## src/rtl/axi_lite_regbank.sv

```systemverilog
// AXI4-Lite slave register bank: NREGS registers of C_S_AXI_DATA_WIDTH bits, byte-strobe
// writes, per-register read-only masking, DECERR for unmapped indices and one-cycle
// write/read event pulses towards the unit under test.
module axi_lite_regbank #(
    parameter int unsigned C_S_AXI_DATA_WIDTH = 32,
    parameter int unsigned C_S_AXI_ADDR_WIDTH = 6,
    parameter int unsigned NREGS              = 16,
    parameter logic [NREGS-1:0] RO_MASK       = '0,
    parameter logic [NREGS-1:0][C_S_AXI_DATA_WIDTH-1:0] RESET_VAL = '0
) (
    input  logic                                  S_AXI_ACLK,
    input  logic                                  S_AXI_ARESETN,
    output logic [NREGS*C_S_AXI_DATA_WIDTH-1:0]   slv_reg,
    input  logic [NREGS*C_S_AXI_DATA_WIDTH-1:0]   slv_read,
    output logic [NREGS-1:0]                      wr_pulse,
    output logic [NREGS-1:0]                      rd_pulse,
    input  logic [C_S_AXI_ADDR_WIDTH-1:0]         S_AXI_AWADDR,
    input  logic [2:0]                            S_AXI_AWPROT,
    input  logic                                  S_AXI_AWVALID,
    output logic                                  S_AXI_AWREADY,
    input  logic [C_S_AXI_DATA_WIDTH-1:0]         S_AXI_WDATA,
    input  logic [C_S_AXI_DATA_WIDTH/8-1:0]       S_AXI_WSTRB,
    input  logic                                  S_AXI_WVALID,
    output logic                                  S_AXI_WREADY,
    output logic [1:0]                            S_AXI_BRESP,
    output logic                                  S_AXI_BVALID,
    input  logic                                  S_AXI_BREADY,
    input  logic [C_S_AXI_ADDR_WIDTH-1:0]         S_AXI_ARADDR,
    input  logic [2:0]                            S_AXI_ARPROT,
    input  logic                                  S_AXI_ARVALID,
    output logic                                  S_AXI_ARREADY,
    output logic [C_S_AXI_DATA_WIDTH-1:0]         S_AXI_RDATA,
    output logic [1:0]                            S_AXI_RRESP,
    output logic                                  S_AXI_RVALID,
    input  logic                                  S_AXI_RREADY
);

    localparam int unsigned DW  = C_S_AXI_DATA_WIDTH;
    localparam int unsigned SW  = DW / 8;
    localparam int unsigned LSB = $clog2(SW);
    localparam int unsigned IW  = C_S_AXI_ADDR_WIDTH - LSB;
    localparam logic [1:0] RespOkay   = 2'b00;
    localparam logic [1:0] RespDecerr = 2'b11;

    // Keeps all READY outputs low while in reset and for the first cycle after release.
    logic          active_q;
    logic          aw_held_q, aw_held_d, w_held_q, w_held_d;
    logic [IW-1:0] aw_idx_q, aw_idx_d;
    logic [DW-1:0] w_data_q, w_data_d;
    logic [SW-1:0] w_strb_q, w_strb_d;
    logic          bvalid_q, bvalid_d, rvalid_q, rvalid_d;
    logic [1:0]    bresp_q, bresp_d, rresp_q, rresp_d;
    logic [DW-1:0] rdata_q, rdata_d;
    logic [NREGS-1:0] wr_pulse_q, wr_pulse_d, rd_pulse_q, rd_pulse_d;
    logic [NREGS*DW-1:0] slv_reg_q, slv_reg_d;

    logic          aw_ready, w_ready, ar_ready, aw_hs, w_hs, ar_hs, commit;
    logic [IW-1:0] cm_idx, ar_idx;
    logic [DW-1:0] cm_data, rd_val;
    logic [SW-1:0] cm_strb;
    logic          cm_mapped, ar_mapped;

    logic unused_sigs;
    assign unused_sigs = ^{S_AXI_AWPROT, S_AXI_ARPROT, S_AXI_AWADDR[LSB-1:0],
                           S_AXI_ARADDR[LSB-1:0]};

    // Write-path handshakes and the merged view of held/incoming AW and W beats.
    always_comb begin
        aw_ready  = active_q && !aw_held_q && !bvalid_q;
        w_ready   = active_q && !w_held_q && !bvalid_q;
        aw_hs     = S_AXI_AWVALID && aw_ready;
        w_hs      = S_AXI_WVALID && w_ready;
        cm_idx    = aw_held_q ? aw_idx_q : S_AXI_AWADDR[C_S_AXI_ADDR_WIDTH-1:LSB];
        cm_data   = w_held_q ? w_data_q : S_AXI_WDATA;
        cm_strb   = w_held_q ? w_strb_q : S_AXI_WSTRB;
        commit    = (aw_held_q || aw_hs) && (w_held_q || w_hs);
        cm_mapped = 32'(cm_idx) < NREGS;
    end

    // Write-path next state: holding registers, response, byte-lane register update, pulse.
    always_comb begin
        aw_held_d  = aw_held_q;
        aw_idx_d   = aw_idx_q;
        w_held_d   = w_held_q;
        w_data_d   = w_data_q;
        w_strb_d   = w_strb_q;
        bvalid_d   = bvalid_q;
        bresp_d    = bresp_q;
        slv_reg_d  = slv_reg_q;
        wr_pulse_d = '0;
        if (aw_hs) begin
            aw_held_d = 1'b1;
            aw_idx_d  = S_AXI_AWADDR[C_S_AXI_ADDR_WIDTH-1:LSB];
        end
        if (w_hs) begin
            w_held_d = 1'b1;
            w_data_d = S_AXI_WDATA;
            w_strb_d = S_AXI_WSTRB;
        end
        if (bvalid_q && S_AXI_BREADY) bvalid_d = 1'b0;
        if (commit) begin
            aw_held_d = 1'b0;
            w_held_d  = 1'b0;
            bvalid_d  = 1'b1;
            bresp_d   = cm_mapped ? RespOkay : RespDecerr;
            for (int unsigned i = 0; i < NREGS; i++) begin
                if (cm_mapped && 32'(cm_idx) == i) begin
                    wr_pulse_d[i] = 1'b1;
                    if (!RO_MASK[i]) begin
                        for (int unsigned k = 0; k < SW; k++) begin
                            if (cm_strb[k]) slv_reg_d[i*DW + k*8 +: 8] = cm_data[k*8 +: 8];
                        end
                    end
                end
            end
        end
    end

    // Read path: AR accepted only while no response is pending, so RDATA stays stable.
    always_comb begin
        ar_ready   = active_q && !rvalid_q;
        ar_hs      = S_AXI_ARVALID && ar_ready;
        ar_idx     = S_AXI_ARADDR[C_S_AXI_ADDR_WIDTH-1:LSB];
        ar_mapped  = 32'(ar_idx) < NREGS;
        rd_val     = '0;
        rd_pulse_d = '0;
        for (int unsigned i = 0; i < NREGS; i++) begin
            if (ar_mapped && 32'(ar_idx) == i) begin
                rd_val        = slv_read[i*DW +: DW];
                rd_pulse_d[i] = ar_hs;
            end
        end
        rvalid_d = rvalid_q;
        rresp_d  = rresp_q;
        rdata_d  = rdata_q;
        if (rvalid_q && S_AXI_RREADY) rvalid_d = 1'b0;
        if (ar_hs) begin
            rvalid_d = 1'b1;
            rresp_d  = ar_mapped ? RespOkay : RespDecerr;
            rdata_d  = rd_val;
        end
    end

    // State registers; reset drops any in-flight transaction without a response.
    always_ff @(posedge S_AXI_ACLK or negedge S_AXI_ARESETN) begin
        if (!S_AXI_ARESETN) begin
            active_q   <= 1'b0;
            aw_held_q  <= 1'b0;
            aw_idx_q   <= '0;
            w_held_q   <= 1'b0;
            w_data_q   <= '0;
            w_strb_q   <= '0;
            bvalid_q   <= 1'b0;
            bresp_q    <= RespOkay;
            rvalid_q   <= 1'b0;
            rresp_q    <= RespOkay;
            rdata_q    <= '0;
            wr_pulse_q <= '0;
            rd_pulse_q <= '0;
            slv_reg_q  <= RESET_VAL;
        end else begin
            active_q   <= 1'b1;
            aw_held_q  <= aw_held_d;
            aw_idx_q   <= aw_idx_d;
            w_held_q   <= w_held_d;
            w_data_q   <= w_data_d;
            w_strb_q   <= w_strb_d;
            bvalid_q   <= bvalid_d;
            bresp_q    <= bresp_d;
            rvalid_q   <= rvalid_d;
            rresp_q    <= rresp_d;
            rdata_q    <= rdata_d;
            wr_pulse_q <= wr_pulse_d;
            rd_pulse_q <= rd_pulse_d;
            slv_reg_q  <= slv_reg_d;
        end
    end

    assign S_AXI_AWREADY = aw_ready;
    assign S_AXI_WREADY  = w_ready;
    assign S_AXI_ARREADY = ar_ready;
    assign S_AXI_BVALID  = bvalid_q;
    assign S_AXI_BRESP   = bresp_q;
    assign S_AXI_RVALID  = rvalid_q;
    assign S_AXI_RRESP   = rresp_q;
    assign S_AXI_RDATA   = rdata_q;
    assign wr_pulse      = wr_pulse_q;
    assign rd_pulse      = rd_pulse_q;
    assign slv_reg       = slv_reg_q;

endmodule

```

## config.mk

```make
export PLATFORM = sky130hd
export DESIGN_NAME = axi_lite_regbank
export DESIGN_NICKNAME = d
export VERILOG_FILES = /design/src/rtl/axi_lite_regbank.sv
export SDC_FILE = /design/constraint.sdc
export NUM_CORES = 1
export LEC_CHECK = 0
export CORE_AREA = 3 3 446 448
export CTS_CLUSTER_SIZE = 30
export DETAILED_ROUTE_END_ITERATION = 6
export DIE_AREA = 0 0 449 451
export GPL_ROUTABILITY_DRIVEN = 0
export PLACE_DENSITY = 0.39
export REMOVE_ABC_BUFFERS = 1
export SLEW_MARGIN = 20
export SYNTH_ARGS = -nofsm -noshare
export SYNTH_HDL_FRONTEND = slang
export SYNTH_SLANG_ARGS = --single-unit
```

## constraint.sdc

```tcl
create_clock -name S_AXI_ACLK -period 2.8 [get_ports S_AXI_ACLK]
set_clock_uncertainty 0.15 [all_clocks]
set_input_delay 0.28 -clock S_AXI_ACLK [delete_from_list [all_inputs] [get_ports S_AXI_ACLK]]
set_output_delay 0.28 -clock S_AXI_ACLK [all_outputs]
set_load 0.05 [all_outputs]
```

==> reports/results.tsv <==
stage	metric	value	unit
run_status	status	complete, no violations	
min_path	end of the worst hold path	w_data_q[22]$_DFFE_PN0P_	
timing	Tightest Pin Transition	944	ps
drt	antenna-violating nets left	0	
finish	NumNets Final	4198	
timing	PnR worst setup slack	129	ps
setup_path	CP Class	flop to flop	
synthesis	sequential fraction of the synthesis area	52.5	%
timing	min Tclk post-route	2670	ps
synthesis	Post-Syn Area	29600	sq um
synthesis	syn_area_per_cell	12.6	sq um
timing	period utilization	95.4	%
synthesis	Synth area leader	dfrtp_1	
timing	Fmax	374	MHz
pwr	highest ir drop seen on vdd	0.000675	V
cts	Clock Tree Buf Depth	3	
synthesis	Synth area leaders	dfrtp_1, mux2_2, mux2i_1	
grt	vias in the first global route	26474	
synthesis	synthesized instance count	2352	
drt	routed via count	26471	
floorplan	Initial Util	15.2	%
pwr	Leakage	20.8	nW
synthesis	Post-synth EDFFs	0	
placement	post-DP HPWL	155	mm
synthesis	Warnings, synthesis	0	
min_path	hold path startpoint	S_AXI_WDATA[22]	
finish	post-layout util	24.9	%
cts	CTS tree	built	
synthesis	Post-Synth Adder-Cell Area	0	%
setup_path	CP required	3210	ps
cts	Post-CTS Setup Inserts	0	
synthesis	post-synthesis compound-gate area fraction	10.4	%
timing	final hold vios	0	
finish	layout cells sized above 1	27.2	%
setup_path	critical path launch point type	flop	
setup_path	Crit Path Max Fanout	8	
timing	RSZ-0062 raised after global routing	false	
cts	cts bufs inserted	83	
synthesis	Post-Synth Simple-Gate Area	7.62	%
floorplan	Die X	449	microns
placement	setup slack after placement	-662	ps
setup_path	RR Endpoint	slv_reg[484]$_DFFE_PN0P_	
setup_path	Worst Path Arrival	3080	ps
cts	CTS clk-pin slew, worst paths	60	ps
min_path	Worst Hold Class	input pin to flop	
floorplan	Die Y	451	microns
finish	most frequent cells in the layout	clkdlybuf4s50_1, dfrtp_1, mux2_2	
floorplan	total core area	195000	sq um
setup_path	R2R depth	6	
drt	final WL	194	mm
finish	non-filler cells, final	6339	
flow_run	max_cap viols	0	
synthesis	Synth Area in XOR/XNOR	0	%
floorplan	Core Rows	162	
grt	initial antenna violation count	66	
timing	hold slack	87.3	ps
drt	DR DRC count	0	
pwr	PD cells	1130	nW/um^2
drt	vias per cell	4.18	
setup_path	R2R Setup Slk	130	ps
synthesis	Primary FF master, synth	dfrtp_1	
floorplan	area of the die	202000	sq um
cts	clk_lat worst skew	690	ps
setup_path	Reg-to-Reg Start	active_q$_DFF_PN0_	
synthesis	Synth top area share	52.5	%
grt	first-pass GRT wire length	254	mm
finish	max reg flops	512	
cts	CTS Root Cell	clkbuf_16	
timing	relative slew slack	36.9	%
synthesis	#FFs+latches synth	621	
synthesis	Synth cell types	77	
grt	pin count of the biggest net entering global routing	63	
min_path	hold depth	2	
drt	TritonRoute pass-1 iters	5	
setup_path	Critical Path End Type	flop	
placement	IO buf count	1143	
drt	DR WL/cell	30.6	microns
finish	most common cell after layout, fill and taps aside	clkdlybuf4s50_1	
timing	max-slew violations	0	
synthesis	Async S/R FF share, synth	100	%
synthesis	mux contribution to synthesized area	26.6	%
pwr	Pwr Total	55.0	mW
finish	Synth-to-Final Area Change	63.8	%
synthesis	largest family of logic cells by synthesized area	multiplexers	
cts	depth of the CTS H-tree	3	
finish	fillers	20827	
grt	GRT overflow	0	
grt	GR Util All Layers	18.3	%
timing	final setup violation count	0	
floorplan	I/O pin count	1158	
drt	1st-iter DRT viols	1989	
cts	clock sink count	621	
placement	placed insts	6143	
-- cell type report --
class	instances	area [sq um]	area share, %
antenna	27	67.6	0.139
tap	2624	3280	6.77
clock inverter	26	328	0.676
sequential	621	15500	32.0
timing repair buffer	1349	13600	28.0
multi-input combinational	1556	13300	27.3
inverter	14	52.6	0.108
clock buffer	122	2390	4.92
-- worst max-delay path: stages, from the launching register on --
cell and delay [ps]:
dfrtp_1 470, nand2b_1 140, a21o_2 310, buf_4 200
nor2_2 530, nand2_2 370, mux2_2 360
-- layer usage --
metal  vias up  global-route usage [%]  wire length [microns]
met3       226                    6.81                  17300
met1     13738                    23.4                  81800
li1      11267                       -                      -
met5         -                       0                    233
met2      1202                    29.5                  90400
met4        38                    3.94                   4150
-- metrics by stage --
step,instance area (sq um),TNS (ps)
2_1_floorplan,28800,-98110
3_5_place_dp,45500,-103520
6_report,48500,0
3_3_place_gp,45500,-100480
5_1_grt,48500,0
4_1_cts,48400,0
-- worst max-delay path by stage --
stage | from | end | slack, ps | cells past startpoint
after floorplan | w_held_q$_DFFE_PN0P_ | w_data_q[0]$_DFFE_PN0P_ | -660 | 3
after detailed placement | S_AXI_AWADDR[2] | slv_reg[446]$_DFFE_PN0P_ | -660 | 6
after global routing | aw_held_q$_DFFE_PN0P_ | slv_reg[144]$_DFFE_PN0P_ | 20 | 8
final | active_q$_DFF_PN0_ | slv_reg[484]$_DFFE_PN0P_ | 130 | 6
after global placement | S_AXI_AWVALID | slv_reg[403]$_DFFE_PN0P_ | -660 | 7
after CTS | aw_held_q$_DFFE_PN0P_ | slv_reg[357]$_DFFE_PN0P_ | 40 | 6
-- synth_stat cells, drive strengths merged (9+ instances only) --
cell     count
nand3b      12
a22oi       26
nand2      140
o2bb2ai     16
nand2b      14
or2         18
mux4        10
o221ai      26
clkbuf      82
nor3        19
mux2i       94
a2bb2oi      9
a21oi       83
dfrtp      621
a221oi      23
a31oi       19
nand3       10
a211oi      13
mux2       595
o2111ai     10
o22ai       30
inv         14
nor2       121
nor2b       30
buf         82
o21ai      129
-- where the power goes --
group          switching [mW]  internal (mW)  total (mW)
Sequential               2.02           12.6        14.7
Clock                    4.50           6.30        10.8
Combinational            19.7           9.81        29.5
Total                    26.2           28.8        55.0
-- kinds of logic after synthesis --
| logic type | count (synthesis) |
|---|---|
| other cells | 2 |
| compound gates | 458 |
| simple gates | 394 |
| buf+inv | 178 |
| mux | 699 |
| flops | 621 |
-- timing repair --
| action | 4_1_cts | 5_1_grt |
|---|---|---|
| hold buffers | 21 | 0 |
| endpoints found under the setup margin | 98 | 14 |
| hold endpoints to repair | 466 | 0 |
| resized for setup | 5 | 1 |
Note: power is estimated with default switching activity, not from simulation.
